===== src/rtl/sram_like_arbiter_if.sv =====
// One SRAM-like req/addr_ok/data_ok port; master drives the request, slave answers it.
interface sram_like_arbiter_if;
  localparam int unsigned AW = 32;
  localparam int unsigned DW = 32;

  logic          req;
  logic          wr;
  logic [1:0]    size;
  logic [AW-1:0] addr;
  logic [DW-1:0] wdata;
  logic          addr_ok;
  logic          data_ok;
  logic [DW-1:0] rdata;

  modport master (output req, wr, size, addr, wdata, input addr_ok, data_ok, rdata);
  modport slave  (input req, wr, size, addr, wdata, output addr_ok, data_ok, rdata);
endinterface


===== src/rtl/sram_like_arbiter.sv =====
// Shares one downstream SRAM-like port between the CPU inst and data ports,
// tagging each accepted address with its owner so in-order returns are routed back.
module sram_like_arbiter #(
  parameter int unsigned DEPTH        = 4,
  parameter int unsigned STARVE_LIMIT = 3
) (
  input  logic                clk,
  input  logic                rst,
  sram_like_arbiter_if.slave  inst,
  sram_like_arbiter_if.slave  data,
  sram_like_arbiter_if.master m,
  output logic                err
);

  localparam int unsigned PW = $clog2(DEPTH);
  localparam int unsigned CW = PW + 1;
  localparam int unsigned SW = $clog2(STARVE_LIMIT + 1);

  logic [DEPTH-1:0] r_owner;
  logic [PW-1:0]    r_wr_ptr;
  logic [PW-1:0]    r_rd_ptr;
  logic [CW-1:0]    r_count;
  logic [SW-1:0]    r_streak;
  logic             r_err;

  logic w_full;
  logic w_starved;
  logic w_gnt_inst;
  logic w_gnt_data;
  logic w_push;
  logic w_pop;
  logic w_head;
  logic w_dok_empty;
  logic w_unused;

  assign w_full      = (r_count == CW'(DEPTH));
  assign w_starved   = (r_streak == SW'(STARVE_LIMIT));
  assign w_push      = (w_gnt_inst | w_gnt_data) & m.addr_ok;
  assign w_pop       = ~rst & m.data_ok & (r_count != '0);
  assign w_dok_empty = m.data_ok & (r_count == '0);
  assign w_head      = r_owner[r_rd_ptr];
  assign err         = r_err;

  // The inst port is read-only word fetch; its write-side fields carry nothing.
  assign w_unused = ^{inst.wr, inst.size, inst.wdata};

  // Data normally wins; inst is forced ahead once it has lost STARVE_LIMIT times in a row.
  always_comb begin
    w_gnt_inst = 1'b0;
    w_gnt_data = 1'b0;
    if (!rst && !w_full) begin
      if (data.req && !(inst.req && w_starved)) begin
        w_gnt_data = 1'b1;
      end else if (inst.req) begin
        w_gnt_inst = 1'b1;
      end
    end
  end

  // Downstream request mux and upstream handshake/return routing.
  always_comb begin
    m.req         = w_gnt_inst | w_gnt_data;
    m.wr          = w_gnt_data & data.wr;
    m.size        = w_gnt_data ? data.size  : 2'd2;
    m.addr        = w_gnt_data ? data.addr  : inst.addr;
    m.wdata       = w_gnt_data ? data.wdata : 32'd0;
    inst.addr_ok  = w_gnt_inst & m.addr_ok;
    data.addr_ok  = w_gnt_data & m.addr_ok;
    inst.data_ok  = w_pop & ~w_head;
    data.data_ok  = w_pop & w_head;
    inst.rdata    = m.rdata;
    data.rdata    = m.rdata;
  end

  always_ff @(posedge clk) begin
    if (rst) begin
      r_owner  <= '0;
      r_wr_ptr <= '0;
      r_rd_ptr <= '0;
      r_count  <= '0;
      r_streak <= '0;
      r_err    <= 1'b0;
    end else begin
      if (w_push) begin
        r_owner[r_wr_ptr] <= w_gnt_data;
        r_wr_ptr          <= r_wr_ptr + PW'(1);
      end
      if (w_pop) begin
        r_rd_ptr <= r_rd_ptr + PW'(1);
      end
      r_count <= r_count + CW'(w_push) - CW'(w_pop);
      // A return with nothing outstanding (judged before this cycle's push) is fatal.
      if (w_dok_empty) begin
        r_err <= 1'b1;
      end
      if (!inst.req || (w_push && w_gnt_inst)) begin
        r_streak <= '0;
      end else if (w_push && w_gnt_data && !w_starved) begin
        r_streak <= r_streak + SW'(1);
      end
    end
  end

endmodule


===== src/flat_wrapper.sv =====
// flat-port wrapper written by rule: the top's interface ports become plain ports
module sram_like_arbiter_flat 
#(
  parameter int unsigned DEPTH        = 4,
  parameter int unsigned STARVE_LIMIT = 3
)
  (clk, rst, err, inst_req, inst_wr, inst_size, inst_addr, inst_wdata, inst_addr_ok, inst_data_ok, inst_rdata, data_req, data_wr, data_size, data_addr, data_wdata, data_addr_ok, data_data_ok, data_rdata, m_req, m_wr, m_size, m_addr, m_wdata, m_addr_ok, m_data_ok, m_rdata);
  sram_like_arbiter_if inst_i ();
  sram_like_arbiter_if data_i ();
  sram_like_arbiter_if m_i ();
  input  logic clk;
  input  logic rst;
  output logic err;
  input wire logic [$bits(inst_i.req)-1:0] inst_req;
  input wire logic [$bits(inst_i.wr)-1:0] inst_wr;
  input wire logic [$bits(inst_i.size)-1:0] inst_size;
  input wire logic [$bits(inst_i.addr)-1:0] inst_addr;
  input wire logic [$bits(inst_i.wdata)-1:0] inst_wdata;
  output wire logic [$bits(inst_i.addr_ok)-1:0] inst_addr_ok;
  output wire logic [$bits(inst_i.data_ok)-1:0] inst_data_ok;
  output wire logic [$bits(inst_i.rdata)-1:0] inst_rdata;
  input wire logic [$bits(data_i.req)-1:0] data_req;
  input wire logic [$bits(data_i.wr)-1:0] data_wr;
  input wire logic [$bits(data_i.size)-1:0] data_size;
  input wire logic [$bits(data_i.addr)-1:0] data_addr;
  input wire logic [$bits(data_i.wdata)-1:0] data_wdata;
  output wire logic [$bits(data_i.addr_ok)-1:0] data_addr_ok;
  output wire logic [$bits(data_i.data_ok)-1:0] data_data_ok;
  output wire logic [$bits(data_i.rdata)-1:0] data_rdata;
  output wire logic [$bits(m_i.req)-1:0] m_req;
  output wire logic [$bits(m_i.wr)-1:0] m_wr;
  output wire logic [$bits(m_i.size)-1:0] m_size;
  output wire logic [$bits(m_i.addr)-1:0] m_addr;
  output wire logic [$bits(m_i.wdata)-1:0] m_wdata;
  input wire logic [$bits(m_i.addr_ok)-1:0] m_addr_ok;
  input wire logic [$bits(m_i.data_ok)-1:0] m_data_ok;
  input wire logic [$bits(m_i.rdata)-1:0] m_rdata;
  assign inst_i.req = inst_req;
  assign inst_i.wr = inst_wr;
  assign inst_i.size = inst_size;
  assign inst_i.addr = inst_addr;
  assign inst_i.wdata = inst_wdata;
  assign inst_addr_ok = inst_i.addr_ok;
  assign inst_data_ok = inst_i.data_ok;
  assign inst_rdata = inst_i.rdata;
  assign data_i.req = data_req;
  assign data_i.wr = data_wr;
  assign data_i.size = data_size;
  assign data_i.addr = data_addr;
  assign data_i.wdata = data_wdata;
  assign data_addr_ok = data_i.addr_ok;
  assign data_data_ok = data_i.data_ok;
  assign data_rdata = data_i.rdata;
  assign m_req = m_i.req;
  assign m_wr = m_i.wr;
  assign m_size = m_i.size;
  assign m_addr = m_i.addr;
  assign m_wdata = m_i.wdata;
  assign m_i.addr_ok = m_addr_ok;
  assign m_i.data_ok = m_data_ok;
  assign m_i.rdata = m_rdata;
  sram_like_arbiter #(.DEPTH(DEPTH), .STARVE_LIMIT(STARVE_LIMIT)) u_core (.clk(clk), .rst(rst), .inst(inst_i), .data(data_i), .m(m_i), .err(err));
endmodule

===== config.mk =====
export PLATFORM = sky130hd
export DESIGN_NAME = sram_like_arbiter_flat
export DESIGN_NICKNAME = d
export VERILOG_FILES = /design/src/rtl/sram_like_arbiter_if.sv /design/src/rtl/sram_like_arbiter.sv /design/src/flat_wrapper.sv
export SDC_FILE = /design/constraint.sdc
export NUM_CORES = 1
export LEC_CHECK = 0
export CAP_MARGIN = 10
export CORE_AREA = 4 4 119 121
export CTS_BUF_LIST = sky130_fd_sc_hd__clkbuf_4 sky130_fd_sc_hd__clkbuf_8
export DETAILED_ROUTE_END_ITERATION = 12
export DIE_AREA = 0 0 123 125
export SKIP_LAST_GASP = 1
export SLEW_MARGIN = 30
export SYNTH_ARGS = -nofsm -noshare
export SYNTH_HDL_FRONTEND = slang
export SYNTH_SLANG_ARGS = --single-unit

===== constraint.sdc =====
create_clock -name clk -period 3.35 [get_ports clk]
set_input_delay 0.67 -clock clk [delete_from_list [all_inputs] [get_ports clk]]
set_output_delay 0.67 -clock clk [all_outputs]
set_load 0.1 [all_outputs]

==> run metrics, run 1 <==
Die X 123 µm; PD cells 419 nW/µm²; number of antenna violations at the first check in global routing 0; CTS clk-pin slew, worst paths approximately 0.06 ns; Crit. End Element output pin; CTS buffer count 3; Synth Warn # 0; Worst path slowest cell clkdlybuf4s50_1; area grow syn2layout 109%; clk sinks 14; Arr. time, crit path 2.45 ns; Seq/Total Area, Yosys 13.4%; Max Root-Sink Buffers 2; filler cell count in the final layout 1277; CP max FO 25; cell internal pwr slightly below 900 µW; post-synth cell types 34; Post-Syn Area roughly 2100 µm²; max_cap viols 0; Syn Area/Cell around 9.4 µm²; hold buffer count at cts 0; switching fraction of total power 51.7%; clock period minus worst slack 3.12 ns; Final Max Tran Viols 0; fin crit share 93.0%; die height roughly 130 µm; min-delay worst type flip-flop to flip-flop; total number of vias ~2000; Post-CTS Resized 0; status complete, no violations; I/O pin count 309; Final #Nets 520; Final Skew around 0.0013 ns; synthesized net count 404; Post-Syn Instances approximately 220; cell mode on critical path buf_12; CP max stage delay 0.51 ns; share of post-route cells with drive strength above 1 around 36%; CTS tree yes; DRC errors left 0; vias in the first global route about 2000; setup TNS 0 ns; Final setup viols 0; final wirelength 8110 µm; crit start category input pin; Clk pwr share 8.9%; largest net degree at the start of global routing 26; worst slew pin tran 0.573 ns; Post-DRT Antenna Nets 0; routability cong. 0.732; drt pass-1 iters 4; ANT cells 0; Setup CP Type input pin to output pin; Row Count 42; Leak 0.00178 µW; Hold Vio Cnt, Final 0; worst endpoint required time 2.68 ns; core area 13100 µm²; GRT Util Overall 9.28%; minimum hold slack 0.485 ns; die area 15400 µm²; worst vdd rail ir drop 0.380 mV; CTS H-tree lvls 1; sequential cell fraction of total power 12.1%; Worst slew margin 61.8%; grt ovf 0; RSZ-0062 raised after global routing no; Skew-Pair Late Insertion Delay 0.24 ns; Clock Tree Root clkbuf_8; postcts setup bufs 0; first-pass GRT wire length 11300 µm; wire per inst between 15 and 20 µm; Cell Chain, Critical Path clkdlybuf4s50_1 > nand2b_1 > a211oi_4 > buf_12 > buf_12 > mux2_4 > buf_12; P_sw 949 µW; initial detailed-routing violation count 47; Starting Density between 10% and 20%; Seq cells post-synth 14; Gate power share between 70 and 80%; Crit path buffers/inverters 4; Vias/cell 3.83; buffers added on ports 177; CP top delay family buffers and inverters; hpwl dp about 7100 µm; highest clock rate 321 MHz
[cells by family after synthesis]
group / count (synthesis) / share of synthesized area (%)
flip-flops: 14 / 13.4
adder cells (fa/ha/maj): 8 / 5.13
multiplexers: 34 / 24.5
XOR/XNOR: 2 / 0.836
AO/OA/AOI/OAI: 19 / 8.48
AND/OR/NAND/NOR: 64 / 18.9
buffers and inverters: 83 / 28.8
[area by class of cell]
type	count	area, µm²	area share [%]
timing repair buffer	184	2580	58.8
multi-input combinational	127	1220	27.7
tap	176	220	5.02
inverter	10	37.5	0.855
clock buffer	4	55.1	1.25
sequential	14	280	6.39
[state kept, by name (all words and copies together) (netlist names)]
signal           count
u_core.r_owner       4
u_core.r_streak      2
u_core.r_count       3
u_core.err           1
u_core.r_rd_ptr      2
u_core.r_wr_ptr      2
[power groups by stage]
stage                     clock (µW)  sequential (µW)  combinational, µW
final                            164              223               1450
after global routing             180              228               1500
after CTS                        169              223               1470
after detailed placement           0              227               1460
after global placement             0              224               1450
after floorplan                    0              242               1240
[per-stage QoR]
stage | power (µW) | std cells | util [%] | cell area (µm²) | setup slack, ns
3_3_place_gp | 1670 | 511 | 33.1 | 4330 | 0.212
6_report | 1840 | 515 | 33.5 | 4390 | 0.234
2_1_floorplan | 1480 | 224 | - | 2100 | 0.336
5_1_grt | 1910 | 515 | 33.5 | 4390 | 0.145
4_1_cts | 1860 | 515 | 33.5 | 4390 | 0.201
3_5_place_dp | 1690 | 511 | 33.1 | 4330 | 0.202
[synthesized netlist by cell type]
library cell / count / area (µm²)
mux2_4: 32 / 480
or3_1: 1 / 6.26
xnor2_1: 1 / 8.76
inv_1: 10 / 37.5
a2111oi_4: 1 / 27.5
a311o_1: 1 / 10.0
mux2i_1: 1 / 10.0
nor3b_1: 1 / 7.51
a211oi_4: 1 / 20.0
dfxtp_1: 14 / 280
or4_1: 2 / 15.0
o21ai_0: 1 / 5.00
nor2_1: 7 / 26.3
nand2_1: 2 / 7.51
a32o_1: 4 / 40.0
nor3_1: 2 / 10.0
nor2b_1: 1 / 6.26
fa_1: 1 / 20.0
nand3_1: 1 / 5.00
o311ai_0: 2 / 17.5
buf_4: 64 / 480
nand4_1: 4 / 25.0
ha_1: 7 / 87.6
a21oi_1: 4 / 20.0
mux4_2: 1 / 22.5
and2_1: 36 / 225
nand2b_1: 4 / 25.0
or3b_1: 2 / 17.5
xor2_1: 1 / 8.76
clkbuf_1: 2 / 7.51
nor3b_4: 1 / 18.8
buf_6: 7 / 78.8
o31ai_1: 4 / 30.0
o21bai_1: 1 / 7.51
[worst reg2reg max path, stage by stage, from the launching register on]
cell and delay, ns:
dfxtp_1 0.47, nor3_1 0.09, buf_4 0.16, nor2_1 0.13, ha_1 0.25, inv_1 0.05
ha_1 0.13, inv_1 0.05, fa_1 0.37, xnor2_1 0.16, nor2_1 0.05
[placed cells by master, fill, tap and decap left out]
| cell type | n |
|---|---|
| dfxtp_1 | 14 |
| nor3b_4 | 1 |
| o21ai_0 | 1 |
| and2_1 | 36 |
| o311ai_0 | 2 |
| nand4_1 | 4 |
| xor2_1 | 1 |
| or4_1 | 2 |
| buf_12 | 75 |
| a2111oi_4 | 1 |
| nand2b_1 | 4 |
| ha_1 | 7 |
| nand3_1 | 1 |
| or3b_1 | 2 |
| inv_1 | 10 |
| nor3_2 | 1 |
| clkdlybuf4s50_1 | 104 |
| buf_4 | 5 |
| a211oi_4 | 1 |
| mux2_4 | 32 |
| mux4_2 | 1 |
| clkbuf_8 | 4 |
| or3_1 | 1 |
| o31ai_1 | 4 |
| a311o_1 | 1 |
| fa_1 | 1 |
| nand2_1 | 2 |
| o21bai_1 | 1 |
| mux2i_1 | 1 |
| nor2_1 | 7 |
| nor3_1 | 1 |
| nor3b_1 | 1 |
| a21oi_1 | 4 |
| xnor2_1 | 1 |
| a32o_1 | 4 |
| nor2b_1 | 1 |
[per-layer routing]
| metal | up-vias | wire, µm | global-route usage, % |
|---|---|---|---|
| met1 | 887 | 2860 | 9.76 |
| met5 | - | 0 | 0 |
| li1 | 920 | - | - |
| met2 | 157 | 3970 | 16.8 |
| met4 | 0 | 53 | 1.56 |
| met3 | 7 | 1220 | 4.61 |
[worst paths after layout]
check | start | end | slack (ns) | cells past startpoint
hold reg to reg | u_core.r_streak[1] | u_core.r_streak[1] | 0.49 | 2
hold / removal | u_core.r_streak[1] | u_core.r_streak[1] | 0.49 | 2
setup / recovery | data_req | m_addr[18] | 0.23 | 7
setup reg to reg | u_core.r_count[1] | u_core.r_count[2] | 1.33 | 10
Note: power is estimated with default switching activity, not from simulation.
==> run 2: changes to the inputs <==
Settings changed: REMOVE_ABC_BUFFERS set to 1.
==> run 2 against run 1 <==
  * Sequential power about the same
  * Hold slack got worse by 0.0058 ns
  * Setup slack got worse by 0.061 ns
  * Critical path type unchanged
  * Sequential share of layout area increased by 0.070 points
  * Design area decreased by 1.1%
  * Critical endpoint is now m_addr[3]
==> run metrics, run 2 (synthesized netlist as in run 1, its figures left out) <==
status complete, no violations (unchanged); Clock Tree Root clkbuf_8 (unchanged); RSZ-0062 raised after global routing no (unchanged); cell mode on critical path buf_12 (unchanged); hold buffer count at cts 0 (unchanged); minimum hold slack 0.479 ns (was 0.485 ns); Starting Density 16.0% (unchanged); Post-DRT Antenna Nets 0 (unchanged); area grow syn2layout 107% (was 109%); Final Skew 0.000995 ns (was 0.00134 ns); Crit. End Element output pin (unchanged); postcts setup bufs 0 (unchanged); Setup CP Type input pin to output pin (unchanged); grt ovf 0 (unchanged); CTS H-tree lvls 1 (unchanged); highest clock rate 315 MHz (was 321 MHz); largest net degree at the start of global routing 39 (was 26); Cell Chain, Critical Path clkdlybuf4s50_1 > nand2b_1 > a211oi_4 > buf_12 > mux2_4 > buf_12 (was clkdlybuf4s50_1 > nand2b_1 > a211oi_4 > buf_12 > buf_12 > mux2_4 > buf_12); CTS buffer count 3 (unchanged); Hold Vio Cnt, Final 0 (unchanged); Final setup viols 0 (unchanged); pre-CTS WS 0.163 ns (was 0.202 ns); clk sinks 14 (unchanged); drt pass-1 iters 4 (unchanged); share of post-route cells with drive strength above 1 34.6% (was 35.7%); Reg with most FFs u_core.r_owner (unchanged); largest registers u_core.r_owner x4, u_core.r_count x3 (unchanged); buffers added on ports 177 (unchanged); Worst slew margin 60.9% (was 61.8%); clock period minus worst slack 3.18 ns (was 3.12 ns); most frequent cells in the layout clkdlybuf4s50_1 (104), buf_12 (74), and2_1 (36), mux2_4 (32), dfxtp_1 (14) (was clkdlybuf4s50_1 (104), buf_12 (75), and2_1 (36), mux2_4 (32), dfxtp_1 (14)); worst vdd rail ir drop 0.319 mV (was 0.380 mV); CTS clk-pin slew, worst paths 0.06 ns (about the same); Seq. cell area 280 µm² (unchanged); core area 13100 µm² (unchanged); Skew-Pair Late Insertion Delay 0.25 ns (was 0.24 ns); GRT Util Overall 18.8% (was 9.28%); CP max stage delay 0.53 ns (was 0.51 ns); number of antenna violations at the first check in global routing 2 (was 0); Leak 0.00175 µW (was 0.00178 µW); PD cells 422 nW/µm² (was 419 nW/µm²); CP max FO 38 (was 25); DRC errors left 0 (unchanged); fin crit share 94.8% (was 93.0%); filler cell count in the final layout 1291 (was 1277); Arr. time, crit path 2.51 ns (was 2.45 ns); final wirelength 15500 µm (was 8110 µm); commonest non-fill, non-tap cell in the layout clkdlybuf4s50_1 (unchanged); Vias/cell 4.05 (was 3.83); max_cap viols 0 (unchanged); ANT cells 0 (unchanged); routability cong. 0.816 (was 0.732); min-delay worst type flip-flop to flip-flop (unchanged); I/O pin count 309 (unchanged); Post-CTS Resized 0 (unchanged); multi-input logic area 1210 µm² (was 1220 µm²); final worst setup slack 0.173 ns (was 0.234 ns); Tot Pwr 1830 µW (was 1840 µW); Row Count 42 (unchanged); CTS tree yes (unchanged); initial detailed-routing violation count 58 (was 47); vias in the first global route 2203 (was 2030); worst slew pin tran 0.582 ns (was 0.573 ns); Die X 123 µm (unchanged); hpwl dp 13900 µm (was 7130 µm); total number of vias 2070 (was 1971); Max Root-Sink Buffers 2 (unchanged); Worst path slowest cell clkdlybuf4s50_1 (unchanged); max FFs per register 4 (unchanged); die height 125 µm (unchanged); worst endpoint required time 2.68 ns (about the same); Final #Nets 516 (was 520); first-pass GRT wire length 19500 µm (was 11300 µm); wire per inst 30.3 µm (was 15.7 µm); Final Max Tran Viols 0 (unchanged); crit start category input pin (unchanged); die area 15400 µm² (unchanged)
## run 2: worst paths after layout
check / start / end / slack (ns) / cells after the start
min: u_core.r_streak[1] / u_core.r_streak[1] / 0.48 / 2
min reg2reg: u_core.r_streak[1] / u_core.r_streak[1] / 0.48 / 2
max: data_req / m_addr[3] / 0.17 / 6
max reg2reg: u_core.r_count[1] / u_core.r_count[2] / 1.04 / 9
## run 2: power by group
part | total [µW] | leakage, µW | internal, µW | switching, µW
Clock | 168 | 0.0000288 | 104 | 63.6
Combinational | 1440 | 0.00161 | 572 | 871
Sequential | 223 | 0.000114 | 193 | 30.3
Total | 1830 | 0.00175 | 869 | 965
## run 2: stage by stage
| stage | cell area, µm² | TNS (ns) | std cells | utilization, % |
|---|---|---|---|---|
| finish | 4340 | 0 | 511 | 33.2 |
| CTS | 4340 | 0 | 511 | 33.2 |
| detailed placement | 4290 | 0 | 507 | 32.8 |
| global placement | 4290 | 0 | 507 | 32.8 |
| global route | 4340 | 0 | 511 | 33.2 |
| floorplan | 1530 | -48.37 | 151 | - |
## run 2: worst max-delay path: cells and delay by family
kind                   cells  cell delay (ns)
AO/OA/AOI/OAI              1             0.31
buffers and inverters      3             0.96
multiplexers               1             0.36
AND/OR/NAND/NOR            1             0.17
## run 2: cell type report
type | count | share of cell area [%]
timing repair buffer | 180 | 58.4
multi-input combinational | 127 | 27.9
sequential | 14 | 6.46
tap | 176 | 5.07
clock buffer | 4 | 1.27
inverter | 10 | 0.865
## run 2: layer usage
metal / up-vias / track usage, % / part of all wire (%)
met1: 896 / 17.0 / 31
li1: 913 / - / -
met4: 6 / 2.28 / 1.1
met3: 14 / 18.7 / 23
met5: - / 3.95 / 0.54
met2: 241 / 30.5 / 45
